<file path="config.mk">
export PLATFORM = sky130hd
export DESIGN_NAME = coin_accumulator
export DESIGN_NICKNAME = d
export VERILOG_FILES = /design/src/rtl/coin_accumulator.sv
export SDC_FILE = /design/constraint.sdc
export NUM_CORES = 1
export LEC_CHECK = 0
export ABC_CLOCK_PERIOD_IN_PS = 1750
export CELL_PAD_IN_SITES_DETAIL_PLACEMENT = 1
export CELL_PAD_IN_SITES_GLOBAL_PLACEMENT = 1
export CORE_MARGIN = 2
export CORE_UTILIZATION = 32
export CTS_CLUSTER_DIAMETER = 60
export DETAILED_ROUTE_END_ITERATION = 12
export MAX_ROUTING_LAYER = met4
export PLACE_DENSITY_LB_ADDON = 0.1
export SLEW_MARGIN = 20
export SYNTH_ARGS = -nofsm -noshare
export SYNTH_HDL_FRONTEND = slang
export SYNTH_SLANG_ARGS = --single-unit
export TNS_END_PERCENT = 30
</file>
<file path="constraint.sdc">
create_clock -name clk -period 1.75 [get_ports clk]
set_input_delay 0.175 -clock clk [delete_from_list [all_inputs] [get_ports clk]]
set_output_delay 0.175 -clock clk [all_outputs]
set_load 0.005 [all_outputs]
</file>
<file path="src/rtl/coin_accumulator.sv">
// Multi-channel coin accumulator: round-robin grant, saturating running total,
// per-coin report/complete pulses and a single-pulse refund of the whole total.
module coin_accumulator #(
    parameter int unsigned WIDTH     = 8,
    parameter int unsigned CH        = 4,
    parameter int unsigned MAX_TOTAL = 255
) (
    input  logic                  clk,
    input  logic                  rst,
    input  logic                  clr,
    input  logic                  cancel,
    input  logic [CH-1:0]         in_rdy,
    input  logic [CH*WIDTH-1:0]   data_in,
    output logic [CH-1:0]         in_ack,
    output logic                  out_rdy,
    output logic [WIDTH-1:0]      data_out,
    output logic                  refund,
    output logic                  state_cmp,
    output logic                  ovf,
    output logic                  busy
);

    localparam int unsigned    PTR_W   = (CH > 1) ? $clog2(CH) : 1;
    localparam logic [WIDTH:0] CAP_EXT = (WIDTH+1)'(MAX_TOTAL);

    typedef enum logic [2:0] {
        S_IDLE,
        S_ADD,
        S_REPORT,
        S_DONE,
        S_REFUND
    } state_t;

    state_t           state_q, state_d;
    logic [WIDTH-1:0] total_q, total_d;
    logic [WIDTH-1:0] value_q, value_d;
    logic [PTR_W-1:0] ptr_q, ptr_d;
    logic             ovf_q, ovf_d;
    logic [CH-1:0]    in_ack_q, in_ack_d;
    logic             out_rdy_q, out_rdy_d;
    logic [WIDTH-1:0] data_out_q, data_out_d;
    logic             refund_q, refund_d;
    logic             state_cmp_q, state_cmp_d;

    logic             grant_vld;
    logic [PTR_W-1:0] grant_idx;
    logic [PTR_W:0]   cand;
    logic [WIDTH:0]   sum;

    // Round-robin search: first requester at or above the pointer, wrapping.
    always_comb begin
        grant_vld = 1'b0;
        grant_idx = '0;
        cand      = '0;
        for (int unsigned i = 0; i < CH; i++) begin
            cand = {1'b0, ptr_q} + (PTR_W+1)'(i);
            if (cand >= (PTR_W+1)'(CH)) begin
                cand = cand - (PTR_W+1)'(CH);
            end
            if (!grant_vld && in_rdy[cand[PTR_W-1:0]]) begin
                grant_vld = 1'b1;
                grant_idx = cand[PTR_W-1:0];
            end
        end
    end

    assign sum = {1'b0, total_q} + {1'b0, value_q};

    always_ff @(posedge clk) begin
        if (!rst) begin
            state_q <= S_IDLE;
        end else begin
            state_q <= state_d;
        end
    end

    always_comb begin
        state_d = state_q;
        case (state_q)
            S_IDLE: begin
                if (clr) begin
                    state_d = S_IDLE;
                end else if (cancel) begin
                    state_d = S_REFUND;
                end else if (grant_vld) begin
                    state_d = S_ADD;
                end
            end
            S_ADD:    state_d = S_REPORT;
            S_REPORT: state_d = S_DONE;
            S_REFUND: state_d = S_DONE;
            S_DONE:   state_d = S_IDLE;
            default:  state_d = S_IDLE;
        endcase
    end

    // Strobes default low each cycle, so every reported value is a one-cycle pulse.
    always_comb begin
        total_d     = total_q;
        value_d     = value_q;
        ptr_d       = ptr_q;
        ovf_d       = ovf_q;
        in_ack_d    = '0;
        out_rdy_d   = 1'b0;
        data_out_d  = '0;
        refund_d    = 1'b0;
        state_cmp_d = 1'b0;
        case (state_q)
            S_IDLE: begin
                if (clr) begin
                    total_d = '0;
                    ovf_d   = 1'b0;
                end else if (!cancel && grant_vld) begin
                    value_d             = data_in[32'(grant_idx)*WIDTH +: WIDTH];
                    in_ack_d[grant_idx] = 1'b1;
                    if (grant_idx == PTR_W'(CH-1)) begin
                        ptr_d = '0;
                    end else begin
                        ptr_d = grant_idx + PTR_W'(1);
                    end
                end
            end
            S_ADD: begin
                if (sum > CAP_EXT) begin
                    total_d = WIDTH'(MAX_TOTAL);
                    ovf_d   = 1'b1;
                end else begin
                    total_d = sum[WIDTH-1:0];
                end
            end
            S_REPORT: begin
                out_rdy_d  = 1'b1;
                data_out_d = total_q;
            end
            S_REFUND: begin
                refund_d   = 1'b1;
                data_out_d = total_q;
                total_d    = '0;
                ovf_d      = 1'b0;
            end
            S_DONE: begin
                state_cmp_d = 1'b1;
            end
            default: ;
        endcase
    end

    always_ff @(posedge clk) begin
        if (!rst) begin
            total_q     <= '0;
            value_q     <= '0;
            ptr_q       <= '0;
            ovf_q       <= 1'b0;
            in_ack_q    <= '0;
            out_rdy_q   <= 1'b0;
            data_out_q  <= '0;
            refund_q    <= 1'b0;
            state_cmp_q <= 1'b0;
        end else begin
            total_q     <= total_d;
            value_q     <= value_d;
            ptr_q       <= ptr_d;
            ovf_q       <= ovf_d;
            in_ack_q    <= in_ack_d;
            out_rdy_q   <= out_rdy_d;
            data_out_q  <= data_out_d;
            refund_q    <= refund_d;
            state_cmp_q <= state_cmp_d;
        end
    end

    assign in_ack    = in_ack_q;
    assign out_rdy   = out_rdy_q;
    assign data_out  = data_out_q;
    assign refund    = refund_q;
    assign state_cmp = state_cmp_q;
    assign ovf       = ovf_q;
    assign busy      = (state_q != S_IDLE);

endmodule

</file>
Word level (Yosys, flattened, before mapping)
Cells that the tools add are included.
{"block": "classes", "n_shift": 1, "reduce_logical": 18, "muxes": 36, "add_sub_neg": 9, "n_bitwise": 4, "order_cmp": 11, "n_eq_ne": 8}
{"op": "indexed part select 32 x 6 -> 8 bit", "n": 1}
{"op": "case mux 8 bit (3 select lines)", "n": 1}
{"op": "2-to-1 mux 2 bit", "n": 9}
{"op": "2-to-1 mux 8 bit", "n": 2}
{"op": "less-than comparator 2 x 3 -> 1 bit, second input constant", "n": 5}
{"op": "2-to-1 mux 1 bit", "n": 14}
{"op": "adder 8 x 8 -> 9 bit", "n": 1}
{"op": ">= comparator 3 bit, second input constant", "n": 3}
{"op": "greater-than comparator 9 x 8 -> 1 bit, second input constant", "n": 1}
{"op": "2-to-1 mux 3 bit", "n": 3}
{"op": "case mux 3 bit (3 select lines)", "n": 1}
{"op": "binary-select mux 1 bit (select 2 bit)", "n": 4}
{"op": "subtractor 2 x 1 -> 2 bit, second input constant", "n": 4}
{"op": "adder 2 x 2 -> 3 bit, second input constant", "n": 2}
{"op": "== test 3 x 2 -> 1 bit, second input constant", "n": 2}
{"op": "AND reduction 3 bit", "n": 2}
{"op": "nonzero test 3 bit", "n": 2}
{"op": "logical AND 1 bit", "n": 5}
{"op": "logical NOT 1 bit", "n": 4}
{"op": "!= test 2 bit, second input constant", "n": 2}
{"op": "!= test 4 bit, second input constant", "n": 1}
{"op": "NOT 1 bit", "n": 4}
{"op": "AND reduction 2 bit", "n": 2}
{"op": "OR reduction 4 bit", "n": 1}
{"op": "11 further kinds", "n": 11}
{"block": "totals", "inputBits": 40, "elab_cells": 97, "register_bits": 37}

Longest topological paths before layout
{"block": "logic_depth", "ltp_word": 18, "mapped_depth": 8, "depth_no_buf": 8}

Worst setup path before layout
Ideal clock, no wire load.
{"block": "synth_path", "path_kind": "reg-to-reg", "from": "register total_q[0]", "to": "register total_q[3]", "setup_slack_ns": -0.067, "required_time_ns": 1.676, "t_arrival_ns": 1.743, "path_stages_with_launch": 9, "path_cell_list": "dfxtp_1 > ha_1 > inv_1 > fa_1 > nor2b_1 > o31ai_1 > a211oi_1 > nor2_1 > a31oi_1"}
{"block": "synth_between", "elab_chain_cells": 4}
{"element": "start, declared", "line": "35", "rtl": "logic [WIDTH-1:0] total_q, total_d;"}
{"element": "start signal, assigned", "line": "160", "rtl": "total_q <= total_d;"}
{"element": "adder 8 x 8 -> 9 bit *", "line": "67", "rtl": "assign sum = {1'b0, total_q} + {1'b0, value_q};"}
{"element": "greater-than comparator 9 x 8 -> 1 bit", "line": "124", "rtl": "if (sum > CAP_EXT) begin"}
{"element": "2-to-1 mux 8 bit *", "line": "124"}
{"element": "case mux 8 bit (3 select lines) *", "line": "108", "rtl": "case (state_q)"}
Mark *: on every way between the ends. The rest lies on a longest branch, timed or not.
A chain may end at the register's enable or synchronous reset.

Final worst setup path
Same ends and word-level chain as after synthesis.

==> results.json <==
{
  "synthTopCellsByArea": "dfxtp_1 (38%), mux2i_1 (8.2%), ha_1 (7.6%)",
  "multiInputGateArea_mm2": 0.00121,
  "start_util": 0.332,
  "cts_buffer_depth": 2,
  "io_buffer_count": 56,
  "clk_latency_ns": 0.30,
  "ios": 57,
  "yosys_warnings": 0,
  "place_inst": 359,
  "outcome": "finished, violations left",
  "clk_pin_slew_ns": 0.07,
  "critical_path_arrival_ns": 2.01,
  "hold_buffers": 0,
  "synth_edf_count": 0,
  "slew_viol_final": 0,
  "crit_path_end_kind": "register",
  "cts_max_level": 2,
  "fin_crit_sh": 1.02,
  "routed_wl_mm": 5.61,
  "antenna_found_initial": 0,
  "highest_layer": "met4",
  "drt-pass1-iter-count": 2,
  "required_ns": 1.97,
  "rsz0062_at_grt": "true",
  "drive_gt1_frac": 0.207,
  "wl_met3_um": 163,
  "syn_nets": 263,
  "postLayoutSetupSlackWorst_ns": -0.0388,
  "hp-class": "register to register",
  "finClkSkew_ns": 0.00889,
  "grt-ovfl-total": 0,
  "min_delay_path_depth": 1,
  "netlist_instances": 210,
  "finalPower_mw": 2.28,
  "preCtsSetupSlack_ns": -0.200,
  "ys_ff_latch": 37,
  "cp_max_fo": 6,
  "dpl_cell_area_mm2": 0.00280,
  "drc": 0,
  "rows": 28,
  "ir_worst_vdd_uv": 487,
  "grt_max_degree": 17,
  "r2r.worst_path.cells": 9,
  "synth-async-reset-ratio": 0,
  "fin_area_mm2": 0.00297,
  "core_area_mm2": 0.00592,
  "wl_met2_mm": 2.82,
  "syn_area_mm2": 0.00196,
  "fillCellCount": 695,
  "fin_tns_setup_ns": -0.159,
  "setup-violations-final": 7,
  "instances_no_fill": 370,
  "avgRoutedWirePerCell_um": 15.2,
  "synthDistinctLibCells": 46,
  "tightest_slew_ns": 0.568,
  "yosys_most_used_dff": "dfxtp_1",
  "viasPerCell": 4.96,
  "cap_violations": 0,
  "path_class": "register to register",
  "synth.avg_cell_area_um2": 9.35,
  "cts.sink_count": 37,
  "gp_congestion": 0.786,
  "post-synth-top-area-fraction": 0.377,
  "nets": 347,
  "cellPowerDensity_mw_per_mm2": 769,
  "drt-met1-wl_mm": 2.50,
  "antenna_cells": 0,
  "synth.largest_area_cell": "dfxtp_1",
  "dieArea_mm2": 0.00678,
  "ys_seq_area_frac": 0.377,
  "p_leak_nw": 1.17,
  "drt_iter0_drc": 8,
  "cts-root-buf": "clkbuf_8",
  "cts_tree": "yes",
  "finalHoldViolCount": 0,
  "place_hpwl_mm": 4.27,
  "ant_nets": 0,
  "routed-via-count": 1836,
  "cts_buffers": 5,
  "register_area_um2": 743,
  "grt_pass1_wl_mm": 8.86,
  "layout_commonest_cell": "clkdlybuf4s50_1",
  "grt_pass1_vias": 1852,
  "final_cell_mix": "clkdlybuf4s50_1 (56), dfxtp_1 (35), buf_4 (28)",
  "startpoint_type": "register",
  "timing.fmax_mhz": 559,
  "period_needed_ns": 1.79,
  "failed_checks": "negative setup slack",
  "areaGrowthSynthToFinish_pct": 51.0,
  "die_width_um": 82.4,
  "track_usage": 0.181,
  "die_height_um": 82.4,
  "maxSlewHeadroom": 0.616
}
==> sequential cells by signal, summed over array words and instances (netlist names) <==
name       flops
data_out       8
total_q        8
value_q        8
in_ack         4
state_q        3
ptr_q          2
out_rdy        1
ovf            1
refund         1
state_cmp      1
==> critical path, stage by stage, from the launching register on <==
cell	delay (ns)
dfxtp_2	0.36
ha_4	0.14
inv_2	0.03
fa_2	0.34
nor2b_2	0.15
o31ai_2	0.08
a211oi_2	0.23
buf_4	0.18
nor2_4	0.06
a31oi_1	0.16
==> Yosys cell counts, types with 2 or more instances <==
| cell type | count |
|---|---|
| nor4_1 | 2 |
| mux2i_1 | 16 |
| or3_4 | 2 |
| dfxtp_1 | 37 |
| a21oi_1 | 18 |
| a211oi_1 | 2 |
| nor2_1 | 11 |
| a21o_1 | 3 |
| buf_2 | 2 |
| a32oi_1 | 2 |
| inv_1 | 11 |
| nor3_1 | 3 |
| ha_1 | 12 |
| buf_4 | 2 |
| nand3_1 | 9 |
| and2_1 | 7 |
| nor2b_1 | 3 |
| nand2b_1 | 2 |
| a22oi_1 | 4 |
| o31ai_1 | 2 |
| o221ai_1 | 8 |
| o21ai_0 | 7 |
| nor3b_1 | 2 |
| clkbuf_1 | 3 |
| nand3_2 | 2 |
| xnor2_1 | 5 |
| o211ai_1 | 2 |
| and3_1 | 5 |
| nand2_1 | 9 |
==> path summary, 6_finish.rpt <==
| kind | startpoint | to | slack [ns] |
|---|---|---|---|
| worst min-delay path | total_q[6] | data_out[6] | 0.51 |
| worst max register to register | total_q[0] | total_q[3] | -0.04 |
| worst max-delay path | total_q[0] | total_q[3] | -0.04 |
| worst min register to register | total_q[6] | data_out[6] | 0.51 |
==> routing by layer <==
layer | track usage | vias to the layer above
li1 | - | 932
met1 | 0.211 | 859
met2 | 0.298 | 34
met3 | 0.0402 | 11
met4 | 0.0767 | 0
met5 | - | -
==> timing repair <==
action | 4_1_cts | 5_1_grt
buffers inserted | 2 | 1
resized for setup | 12 | 6
pin swaps | 5 | 5
endpoints found under the setup margin | 8 | 11
endpoints found under the hold margin | 0 | 0
==> final cells by class <==
class	count	share of cell area
sequential	37	0.251
tap	75	0.0316
inverter	11	0.0139
timing repair buffer	86	0.270
clock buffer	8	0.0270
multi-input combinational	153	0.407
==> cells by family (layout without fill, tap and decap cells) <==
| kind of cell | Yosys count | in the layout | synth area share |
|---|---|---|---|
| AND/OR/NAND/NOR | 64 | 64 | 0.197 |
| flip-flops | 37 | 37 | 0.377 |
| adder cells (fa/ha/maj) | 13 | 13 | 0.0866 |
| buffers and inverters | 20 | 105 | 0.0471 |
| XOR/XNOR | 6 | 6 | 0.0268 |
| AO/OA/AOI/OAI | 54 | 54 | 0.183 |
| multiplexers | 16 | 16 | 0.0815 |
==> power breakdown <==
group	switching [mW]	total [mW]	internal, mW
Clock	0.300	0.583	0.283
Sequential	0.0377	0.939	0.901
Combinational	0.363	0.758	0.396
Total	0.701	2.28	1.58
==> through the flow <==
stage | hold WS, ns | utilization
2_1_floorplan | 0.289 | -
3_3_place_gp | 0.477 | 0.473
3_5_place_dp | 0.489 | 0.473
4_1_cts | 0.505 | 0.496
5_1_grt | 0.519 | 0.501
6_report | 0.507 | 0.501
Power figures use the tool's default switching activity.
